### config.mk
export PLATFORM = sky130hd
export DESIGN_NAME = serial_comparator_flat
export DESIGN_NICKNAME = d
export VERILOG_FILES = /design/src/rtl/serial_comparator_if.sv /design/src/rtl/serial_comparator.sv /design/src/flat_wrapper.sv
export SDC_FILE = /design/constraint.sdc
export NUM_CORES = 1
export LEC_CHECK = 0
export ABC_AREA = 1
export ABC_CLOCK_PERIOD_IN_PS = 1880
export CAP_MARGIN = 20
export CORE_UTILIZATION = 52
export CTS_CLUSTER_DIAMETER = 200
export CTS_CLUSTER_SIZE = 12
export DETAILED_ROUTE_END_ITERATION = 10
export PLACE_DENSITY = 0.76
export SYNTH_ARGS = -nofsm -noshare
export SYNTH_HDL_FRONTEND = slang
export SYNTH_SLANG_ARGS = --single-unit
### constraint.sdc
create_clock -name clk -period 1.88 [get_ports clk]
set_input_delay 0.282 -clock clk [delete_from_list [all_inputs] [get_ports clk]]
set_output_delay 0.282 -clock clk [all_outputs]
set_load 0.01 [all_outputs]
### src/rtl/serial_comparator_if.sv
// Request/result bundle for the bit-serial magnitude comparator.
interface serial_comparator_if #(
    parameter int unsigned BIT_COUNT = 8
);
    logic                 start;
    logic [BIT_COUNT-1:0] a;
    logic [BIT_COUNT-1:0] b;
    logic                 is_signed;
    logic                 busy;
    logic                 done;
    logic [BIT_COUNT-1:0] xor_result;
    logic                 equal;
    logic                 a_larger;

    modport master (
        output start, a, b, is_signed,
        input  busy, done, xor_result, equal, a_larger
    );

    modport slave (
        input  start, a, b, is_signed,
        output busy, done, xor_result, equal, a_larger
    );
endinterface

### src/rtl/serial_comparator.sv
// LSB-first bit-serial comparator: one operand bit per clock, start/busy/done
// handshake, optional two's-complement ordering.
module serial_comparator #(
    parameter int unsigned BIT_COUNT = 8
) (
    input logic          clk,
    input logic          rst,
    serial_comparator_if.slave bus
);
    localparam int unsigned CNT_W = (BIT_COUNT > 1) ? $clog2(BIT_COUNT) : 1;
    localparam logic [CNT_W-1:0] LAST = CNT_W'(BIT_COUNT - 1);

    typedef enum logic [1:0] {IDLE, SHIFT, DONE} state_t;

    state_t               state;
    logic [BIT_COUNT-1:0] a_sh, b_sh, x_w;
    logic                 eq_w, gt_w, sgn;
    logic [CNT_W-1:0]     cnt;
    logic                 busy_q, done_q, equal_q, a_larger_q;
    logic [BIT_COUNT-1:0] xor_q;

    // Working values after consuming the current bit
    logic                 x_c, eq_next_c, gt_next_c;
    logic [BIT_COUNT-1:0] x_next_c;

    always_comb begin
        x_c       = a_sh[0] ^ b_sh[0];
        x_next_c  = {x_c, x_w[BIT_COUNT-1:1]};
        eq_next_c = eq_w & ~x_c;
        gt_next_c = gt_w;
        // A higher differing bit overrides; the sign bit flips the ordering
        if (x_c)
            gt_next_c = (cnt == LAST && sgn) ? b_sh[0] : a_sh[0];
    end

    always_ff @(posedge clk or posedge rst) begin
        if (rst) begin
            state      <= IDLE;
            a_sh       <= '0;
            b_sh       <= '0;
            x_w        <= '0;
            eq_w       <= 1'b0;
            gt_w       <= 1'b0;
            sgn        <= 1'b0;
            cnt        <= '0;
            busy_q     <= 1'b0;
            done_q     <= 1'b0;
            xor_q      <= '0;
            equal_q    <= 1'b0;
            a_larger_q <= 1'b0;
        end else begin
            case (state)
                IDLE: begin
                    done_q <= 1'b0;
                    if (bus.start) begin
                        a_sh   <= bus.a;
                        b_sh   <= bus.b;
                        sgn    <= bus.is_signed;
                        x_w    <= '0;
                        eq_w   <= 1'b1;
                        gt_w   <= 1'b0;
                        cnt    <= '0;
                        busy_q <= 1'b1;
                        state  <= SHIFT;
                    end
                end
                SHIFT: begin
                    a_sh <= a_sh >> 1;
                    b_sh <= b_sh >> 1;
                    x_w  <= x_next_c;
                    eq_w <= eq_next_c;
                    gt_w <= gt_next_c;
                    // Counter holds on the final step so it never wraps
                    if (cnt == LAST) begin
                        busy_q     <= 1'b0;
                        done_q     <= 1'b1;
                        xor_q      <= x_next_c;
                        equal_q    <= eq_next_c;
                        a_larger_q <= gt_next_c;
                        state      <= DONE;
                    end else begin
                        cnt <= cnt + CNT_W'(1);
                    end
                end
                DONE: begin
                    done_q <= 1'b0;
                    state  <= IDLE;
                end
                default: begin
                    busy_q <= 1'b0;
                    done_q <= 1'b0;
                    state  <= IDLE;
                end
            endcase
        end
    end

    assign bus.busy       = busy_q;
    assign bus.done       = done_q;
    assign bus.xor_result = xor_q;
    assign bus.equal      = equal_q;
    assign bus.a_larger   = a_larger_q;
endmodule

### src/flat_wrapper.sv
// flat-port wrapper written by rule: the top's interface ports become plain ports
module serial_comparator_flat 
#(
    parameter int unsigned BIT_COUNT = 8
)
  (clk, rst, bus_start, bus_a, bus_b, bus_is_signed, bus_busy, bus_done, bus_xor_result, bus_equal, bus_a_larger);
  serial_comparator_if #(.BIT_COUNT(BIT_COUNT)) bus_i ();
  input logic clk;
  input logic rst;
  input wire logic [$bits(bus_i.start)-1:0] bus_start;
  input wire logic [$bits(bus_i.a)-1:0] bus_a;
  input wire logic [$bits(bus_i.b)-1:0] bus_b;
  input wire logic [$bits(bus_i.is_signed)-1:0] bus_is_signed;
  output wire logic [$bits(bus_i.busy)-1:0] bus_busy;
  output wire logic [$bits(bus_i.done)-1:0] bus_done;
  output wire logic [$bits(bus_i.xor_result)-1:0] bus_xor_result;
  output wire logic [$bits(bus_i.equal)-1:0] bus_equal;
  output wire logic [$bits(bus_i.a_larger)-1:0] bus_a_larger;
  assign bus_i.start = bus_start;
  assign bus_i.a = bus_a;
  assign bus_i.b = bus_b;
  assign bus_i.is_signed = bus_is_signed;
  assign bus_busy = bus_i.busy;
  assign bus_done = bus_i.done;
  assign bus_xor_result = bus_i.xor_result;
  assign bus_equal = bus_i.equal;
  assign bus_a_larger = bus_i.a_larger;
  serial_comparator #(.BIT_COUNT(BIT_COUNT)) u_core (.clk(clk), .rst(rst), .bus(bus_i));
endmodule
---- Word-level counts from Yosys, hierarchy flattened ----
Cells that the tools add are included.
storage, ports and cells
  register bits after elaboration ......... 44
  input port bits ......................... 20
operators by class
  mux-type cells .......................... 22
  bitwise gates (word level) .............. 4
  add/sub/neg operators ................... 1
  reduce and logical (&&, ||, !) cells .... 9
  eq/ne operators ......................... 6
operators with widths
  operator                                       count
  one-hot mux 8 bit (2 select lines)             3
  two-way mux 8 bit                              3
  AND reduction 2 bit                            4
  two-way mux 1 bit                              7
  two-way mux 3 bit                              2
  one-hot mux 3 bit (2 select lines)             1
  AND reduction 3 bit                            2
  two-way mux 2 bit                              2
  != test 2 bit, second input constant           2
  one-hot mux 1 bit (2 select lines)             2
  one-hot mux 2 bit (2 select lines)             1
  adder 3 x 1 -> 3 bit, second input constant    1
  == test 3 bit, second input constant           1
  one-hot mux 1 bit (3 select lines)             1
  == test 2 x 1 -> 1 bit, second input constant  1
  == test 2 bit, second input constant           1
  logical NOT 2 bit                              1
  != test 2 x 1 -> 1 bit, second input constant  1
  NOT 1 bit                                      2
  nonzero test 2 bit                             1
  AND 1 bit                                      1
  logical AND 1 bit                              1
  bitwise XOR 1 bit                              1

---- Longest topological paths before layout ----
Gate-level depths: netlist of the first run.
  depth after elaboration ................. 5
  mapped depth ............................ 8

---- Worst setup path after synthesis of the first run ----
No wires, ideal clock.
  path type ............................... reg-to-reg
  start point ............................. register u_core.cnt[0]
  end point ............................... register u_core.xor_q[7], in the netlist u_core.bus.xor_result[7]
  setup time .............................. 121 ps
  cell stages (with the launch flop) ...... 8
  clock period less this slack ............ 1343 ps
  data required time ...................... 1759 ps
  arrival time ............................ 1222 ps
  setup slack ............................. 537 ps
  cells stage by stage .................... dfrtp_1 ha_1 ha_1 inv_2 nor2_8 inv_4 buf_8 o21ai_2
between the ends
  word-level cells in the longest chain between the ends .. 2
ends and longest elaborated chain
  what                           line                     source
  start: declaration             serial_comparator.sv:18  logic [CNT_W-1:0] cnt;
  start signal: assignment       serial_comparator.sv:82  cnt <= cnt + CNT_W'(1);
  == test 3 bit                  serial_comparator.sv:74  if (cnt == LAST) begin
  AND reduction 2 bit (no line)  n/a
  end signal: assignment         serial_comparator.sv:77  xor_q <= x_next_c;
  end: declaration               serial_comparator.sv:20  logic [BIT_COUNT-1:0] xor_q;
No other way between the ends.
A chain may end at the register's enable or synchronous reset.

---- Final worst setup path of the first run ----
  start point ............................. register u_core.a_larger_q, in the netlist u_core.bus.a_larger
  end point ............................... output bus_a_larger
RTL lines
  what                      line                     source
  start: declaration        serial_comparator.sv:19  logic busy_q, done_q, equal_q, a_larger_q;
  start signal: assignment  serial_comparator.sv:79  a_larger_q <= gt_next_c;
  end: declaration          flat_wrapper.sv:18       output wire logic [$bits(bus_i.a_larger)-1:0] bus_a_larger;
No word-level cell between the ends.

==> flow_summary.ini, run 1 <==
[setup_path]
slowest_stage = clkdlybuf4s50_1
worstPathMaxFanout = 2
path_delay_family = buffers and inverters
cp-end-kind = output port
cp-startpoint = u_core.bus.a_larger
path_buf_inv = 1
critPathArrivalTime_ns = 1.27
worst-r2r-setup-slack_ns = 0.37
critPathRequiredTime_ns = 1.60
ff2ff_path_depth = 8
r2r-start = u_core.cnt[0]
rr_endpoint = u_core.cnt[1]
start_kind = flop
crit_chain = clkdlybuf4s50_1
crit_path_max_incr_delay_ns = 0.54
worstSetupPathType = flop to output port

[timing]
slew_viol_final = 0
finalSetupViolCount = 0
fin_crit_sh_pct = 82.4
min_period_ns = 1.55
hold_violations = 0
finClkSkew_ns = 0.0105
worstMarginPinSlew_ns = 0.528
max_freq_ghz = 0.645
tns_ns = 0
slew_headroom_pct = 64.8
rsz0062_at_grt = false

[final_layout]
diodes = 0
drive_gt1_share_pct = 16.3
finalInstanceArea_um2 = 2240
fill_cells = 289
layout.nets = 243
fin_cells = 267
area_growth_pct = 20.4

[routing]
final_antenna_net_count = 0
vias = 1340
viasPerCell = 5.02
wl_met1_mm = 1.42
wl_per_cell_um = 12.1
dr.first_iter.drc_count = 81
drtPass1Iterations = 4
dr_wl_met3_um = 126
dr.max_layer_used = met4
postRouteWirelength_mm = 3.23
wl_met2_mm = 1.63
drc = 0

[clock_tree]
clock-sinks = 43
clockBufferDepth = 2
clk_transition_reported_paths_ns = 0.12
cts_setup_buffers = 0
cts_tree = done
clockRootBuffer = clkbuf_4
cts_hold_buf = 0
cts_made_buffers = 5
post_cts_resized = 0
cts_htree_levels = 2
clk-insertion-delay-late_ns = 0.35

[logic_synthesis]
synthCells = 188
ys_seq_area_share_pct = 57.8
netlist.area_leader.share_pct = 57.8
yosys.area.top_type = dfrtp_1
ys_warn_count = 0
ys_types = 23
synth_area_per_cell_um2 = 9.90
synth_seq_cells = 43
syn-num-nets = 210
syn_area_um2 = 1860
synth_area_leaders = dfrtp_1 (58%), nand2_1 (7.3%), nor2_1 (6.9%)

[place]
routabilityCongestion = 0.742
port_buffers = 31
place_hpwl_mm = 2.17
dpl_cell_area_um2 = 2170
dp_cells = 260

[power_and_ir_drop]
p_int_mw = 2.26
switchingPower_mw = 1.33
power_frac_comb_pct = 40.5
power_density_nw_per_um2 = 1600
p_seq_share_pct = 43.9
vdd_ir_drop_max_uv = 964
p_leak_nw = 1.07
switching_share_pct = 37.1
p_clk_share_pct = 15.6

[global_routing]
grt.total_usage_pct = 20.0
antenna_found_initial = 0
overflow = 0
grt_pass1_vias = 1236
grt_pass1_wl_mm = 5.31
grt_start_max_net_pins = 44

[floorplan]
fp.dieH_um = 61.8
ios = 32
core_um2 = 3390
dieArea_um2 = 3820
chipWidth_um = 61.8
initial_core_util_pct = 54.9
rows = 21

[run_status]
outcome = finished clean

[job]
maxCapViolCount = 0

[worst_hold_path]
min_path_type = input pin to async pin
[power groups by stage]
stage / Sequential, mW / Combinational, mW / Clock [mW]
2_1_floorplan: 1.60 / 1.04 / 0
3_3_place_gp: 1.57 / 1.42 / 0
3_5_place_dp: 1.59 / 1.47 / 0
4_1_cts: 1.58 / 1.48 / 0.571
5_1_grt: 1.62 / 1.64 / 0.602
6_report: 1.57 / 1.45 / 0.560
[worst reg2reg max path: cells and delay by family (launching register included)]
| family | cells | cell delay, ns |
|---|---|---|
| adder cells (fa/ha/maj) | 2 | 0.45 |
| buffers and inverters | 2 | 0.19 |
| flip-flops | 1 | 0.43 |
| AND/OR/NAND/NOR | 4 | 0.35 |
[synth_stat cells]
cell type	number
inv_4	1
buf_4	1
nor2_2	3
o21ai_2	8
buf_8	1
nand3_2	1
nor3_2	3
o21ai_1	3
nor2_4	1
o22ai_1	16
mux2i_1	1
nand2_2	3
nor2_8	1
nand3_1	5
inv_2	6
nor3_1	1
inv_1	12
dfrtp_1	43
nor2_1	34
ha_1	2
buf_6	4
nand2_4	2
nand2_1	36
[cells by family after synthesis]
| logic type | synth area share, % |
|---|---|
| flip-flops | 57.8 |
| AO/OA/AOI/OAI | 9.95 |
| buffers and inverters | 7.59 |
| adder cells (fa/ha/maj) | 1.34 |
| AND/OR/NAND/NOR | 22.8 |
| multiplexers | 0.538 |
[metal layers]
metal  vias up  GRT usage [%]
li1        671              -
met3         5           6.21
met2        31           34.7
met5         -              0
met1       633           22.7
met4         0           8.57
[worst max-delay path by stage]
stage                                          end  cells past startpoint
after floorplan           u_core.bus.xor_result[7]                      7
after global placement               u_core.cnt[1]                      6
after detailed placement             u_core.cnt[1]                      6
after CTS                                bus_equal                      1
after global routing             bus_xor_result[6]                      1
final                                 bus_a_larger                      1
[metrics by stage]
| stage | setup slack, ns | utilization [%] | power, mW | hold WS [ns] |
|---|---|---|---|---|
| 2_1_floorplan | 0.537 | - | 2.64 | 0.392 |
| 6_report | 0.330 | 66.1 | 3.59 | 0.350 |
| 5_1_grt | 0.258 | 66.1 | 3.87 | 0.390 |
| 3_5_place_dp | 0.272 | 64.0 | 3.06 | 0.468 |
| 4_1_cts | 0.306 | 66.1 | 3.63 | 0.362 |
| 3_3_place_gp | 0.317 | 64.0 | 2.99 | 0.464 |
[sequential cells by signal (all words and copies together) (netlist names), 2 cells and up]
signal / flops
u_core.a_sh: 8
u_core.b_sh: 8
u_core.bus.xor_result: 8
u_core.cnt: 3
u_core.state: 2
u_core.x_w: 7
[cell type report]
type | instances | area, um^2 | area share, %
clock buffers | 6 | 41.3 | 1.84
clock inverters | 1 | 30.0 | 1.34
inverters | 19 | 73.8 | 3.29
multi-input cells | 120 | 644 | 28.8
flip-flops and latches | 43 | 1080 | 48.0
well taps | 46 | 57.6 | 2.57
repair buffers | 32 | 318 | 14.2
[layout by cell type, fill, tap and decap left out, types with 2 or more instances in the layout]
| cell | netlist | final |
|---|---|---|
| nand2_2 | 3 | 3 |
| inv_2 | 6 | 6 |
| nand2_4 | 2 | 2 |
| nor2_1 | 34 | 34 |
| clkbuf_4 | 0 | 5 |
| nand2_1 | 36 | 36 |
| nor3_2 | 3 | 3 |
| o21ai_1 | 3 | 3 |
| ha_1 | 2 | 2 |
| nor2_2 | 3 | 3 |
| nand3_1 | 5 | 5 |
| o21ai_2 | 8 | 8 |
| o22ai_1 | 16 | 16 |
| dfrtp_1 | 43 | 43 |
| inv_1 | 12 | 12 |
| clkdlybuf4s50_1 | 0 | 31 |
Power figures use the tool's default switching activity.
==> run 2: changes to the inputs <==
--- a/config.mk
+++ b/config.mk
@@ -6,7 +6,7 @@
 export NUM_CORES = 1
 export LEC_CHECK = 0
 export ABC_AREA = 1
-export ABC_CLOCK_PERIOD_IN_PS = 1880
+export ABC_CLOCK_PERIOD_IN_PS = 1500
 export CAP_MARGIN = 20
 export CORE_UTILIZATION = 52
 export CTS_CLUSTER_DIAMETER = 200
==> constraint.sdc (replaced) <==
create_clock -name clk -period 1.5 [get_ports clk]
set_input_delay 0.225 -clock clk [delete_from_list [all_inputs] [get_ports clk]]
set_output_delay 0.225 -clock clk [all_outputs]
set_load 0.01 [all_outputs]
==> run 2 against run 1 <==
Net effect:
- clock power shrank 3%
- utilization increased by 1.4 points
- first-iteration DRC count down 20%
- wire length is 7.3% higher
- global-route usage increased by 0.88 points
- count of clock-buffer cells in the layout is 1 higher
- clock skew is 0.0078 ns lower
- total power grew 22%
- sequential share of layout area decreased by 0.97 points
- cell area grew 2.1%
==> flow_summary.ini, run 2 (synthesized netlist as in run 1, its figures left out) <==
[run_status]
outcome = finished clean

[routing]
drtPass1Iterations = 4
wl_per_cell_um = 12.7
viasPerCell = 5.09
dr.first_iter.drc_count = 65
vias = 1390
final_antenna_net_count = 0
postRouteWirelength_mm = 3.47
drc = 0

[floorplan]
core_um2 = 3390
fp.dieH_um = 61.8
chipWidth_um = 61.8
ios = 32
rows = 21
initial_core_util_pct = 54.9
dieArea_um2 = 3820

[clock_tree]
clockBufferDepth = 2
clockRootBuffer = clkbuf_4
cts_hold_buf = 0
clk-insertion-delay-late_ns = 0.35
cts_made_buffers = 5
clock-sinks = 43
cts_htree_levels = 2
clk_transition_reported_paths_ns = 0.12
cts_tree = done

[place]
place_hpwl_mm = 2.31
dp_slack_ns = 0.0367
routabilityCongestion = 0.851
dp_cells = 262
port_buffers = 31
dpl_cell_area_um2 = 2210

[setup_path]
critPathArrivalTime_ns = 1.74
worstSetupPathType = flop to flop
critPathRequiredTime_ns = 1.79
cp-end-kind = flop
worstPathMaxFanout = 18
start_kind = flop

[global_routing]
grt.total_usage_pct = 20.9
antenna_found_initial = 0
grt_pass1_wl_mm = 5.57
overflow = 0
grt_pass1_vias = 1283
grt_start_max_net_pins = 44

[timing]
worstMarginPinSlew_ns = 0.286
slew_viol_final = 0
fin_crit_sh_pct = 96.0
finClkSkew_ns = 0.00272
hold_violations = 0
holdWs_ns = 0.206
finalSetupViolCount = 0
min_period_ns = 1.44
fin_ws_ns = 0.0593
max_freq_ghz = 0.694
slew_headroom_pct = 80.9

[power_and_ir_drop]
p_leak_nw = 1.17
vdd_ir_drop_max_uv = 914
power_density_nw_per_um2 = 1920

[final_layout]
fill_cells = 278
fin_cells = 273
area_growth_pct = 22.8
diodes = 0
final_cell_mix = dfrtp_1 (43), nand2_1 (35), nor2_1 (34)
final_common_cell = dfrtp_1
fin_util_pct = 67.5
layout.nets = 248
finalInstanceArea_um2 = 2290
drive_gt1_share_pct = 18.5

[worst_hold_path]
min_path_type = input pin to async pin

[job]
maxCapViolCount = 0
==> run 2: cell count changes in the layout (fill, tap and decap cells not counted), moves of 2 or more <==
cell             before  now
buf_12                0    2
buf_4                 1    4
clkdlybuf4s50_1      31   19
dlygate4sd2_1         0    8
dlymetal6s2s_1        0    4
==> run 2: what timing repair did <==
| item | CTS | global route |
|---|---|---|
| endpoints found under the hold margin | 0 | 0 |
| buffers inserted | 1 | 2 |
| gates resized for setup | 8 | 6 |
| endpoints found under the setup margin | 8 | 15 |
==> run 2: area by class of cell <==
cell class	count	area, um^2	area share (%)
multi-input cells	120	647	28.3
flip-flops and latches	43	1080	47.0
inverters	19	76.3	3.34
clock inverters	1	5.00	0.219
clock buffers	7	45.0	1.97
well taps	46	57.6	2.52
repair buffers	37	380	16.6
==> run 2: worst paths after layout <==
check	startpoint	slack, ns	cells after the start	to
min in group clk	bus_a[7]	0.40	3	u_core.a_sh[7]
max	u_core.cnt[0]	0.06	7	u_core.bus.xor_result[3]
max reg2reg	u_core.cnt[0]	0.06	7	u_core.bus.xor_result[3]
min	rst	0.21	3	u_core.bus.xor_result[7]
max in group asynchronous	rst	1.09	3	u_core.cnt[1]
min reg2reg	u_core.bus.xor_result[5]	0.49	2	u_core.bus.xor_result[5]
==> run 2: through the flow <==
| stage | TNS (ns) | power, mW |
|---|---|---|
| 2_1_floorplan | 0 | 3.31 |
| 3_3_place_gp | 0 | 3.82 |
| 4_1_cts | 0 | 4.40 |
| 5_1_grt | -0.114 | 4.79 |
| 6_report | 0 | 4.40 |
| 3_5_place_dp | 0 | 3.91 |
==> run 2: report_power, final <==
| part | switching [mW] | total (mW) | leakage (nW) | internal (mW) |
|---|---|---|---|---|
| logic | 1.06 | 1.88 | 0.610 | 0.815 |
| registers | 0.295 | 1.98 | 0.530 | 1.68 |
| clock network | 0.360 | 0.543 | 0.0293 | 0.183 |
==> run 2: worst max-delay path: stages, from the launching register on <==
cell	delay (ns)
dfrtp_1	0.41
ha_1	0.21
ha_1	0.24
inv_2	0.14
nor2_8	0.07
inv_6	0.15
nand2_1	0.10
o21ai_2	0.06
==> run 2: metal layers <==
| metal | wire length (um) | GRT usage [%] | vias to the layer above |
|---|---|---|---|
| met2 | 1800 | 35.5 | 31 |
| met3 | 139 | 6.21 | 9 |
| met5 | 0 | 0 | - |
| li1 | - | - | 679 |
| met1 | 1440 | 24.2 | 671 |
| met4 | 82 | 9.84 | 0 |
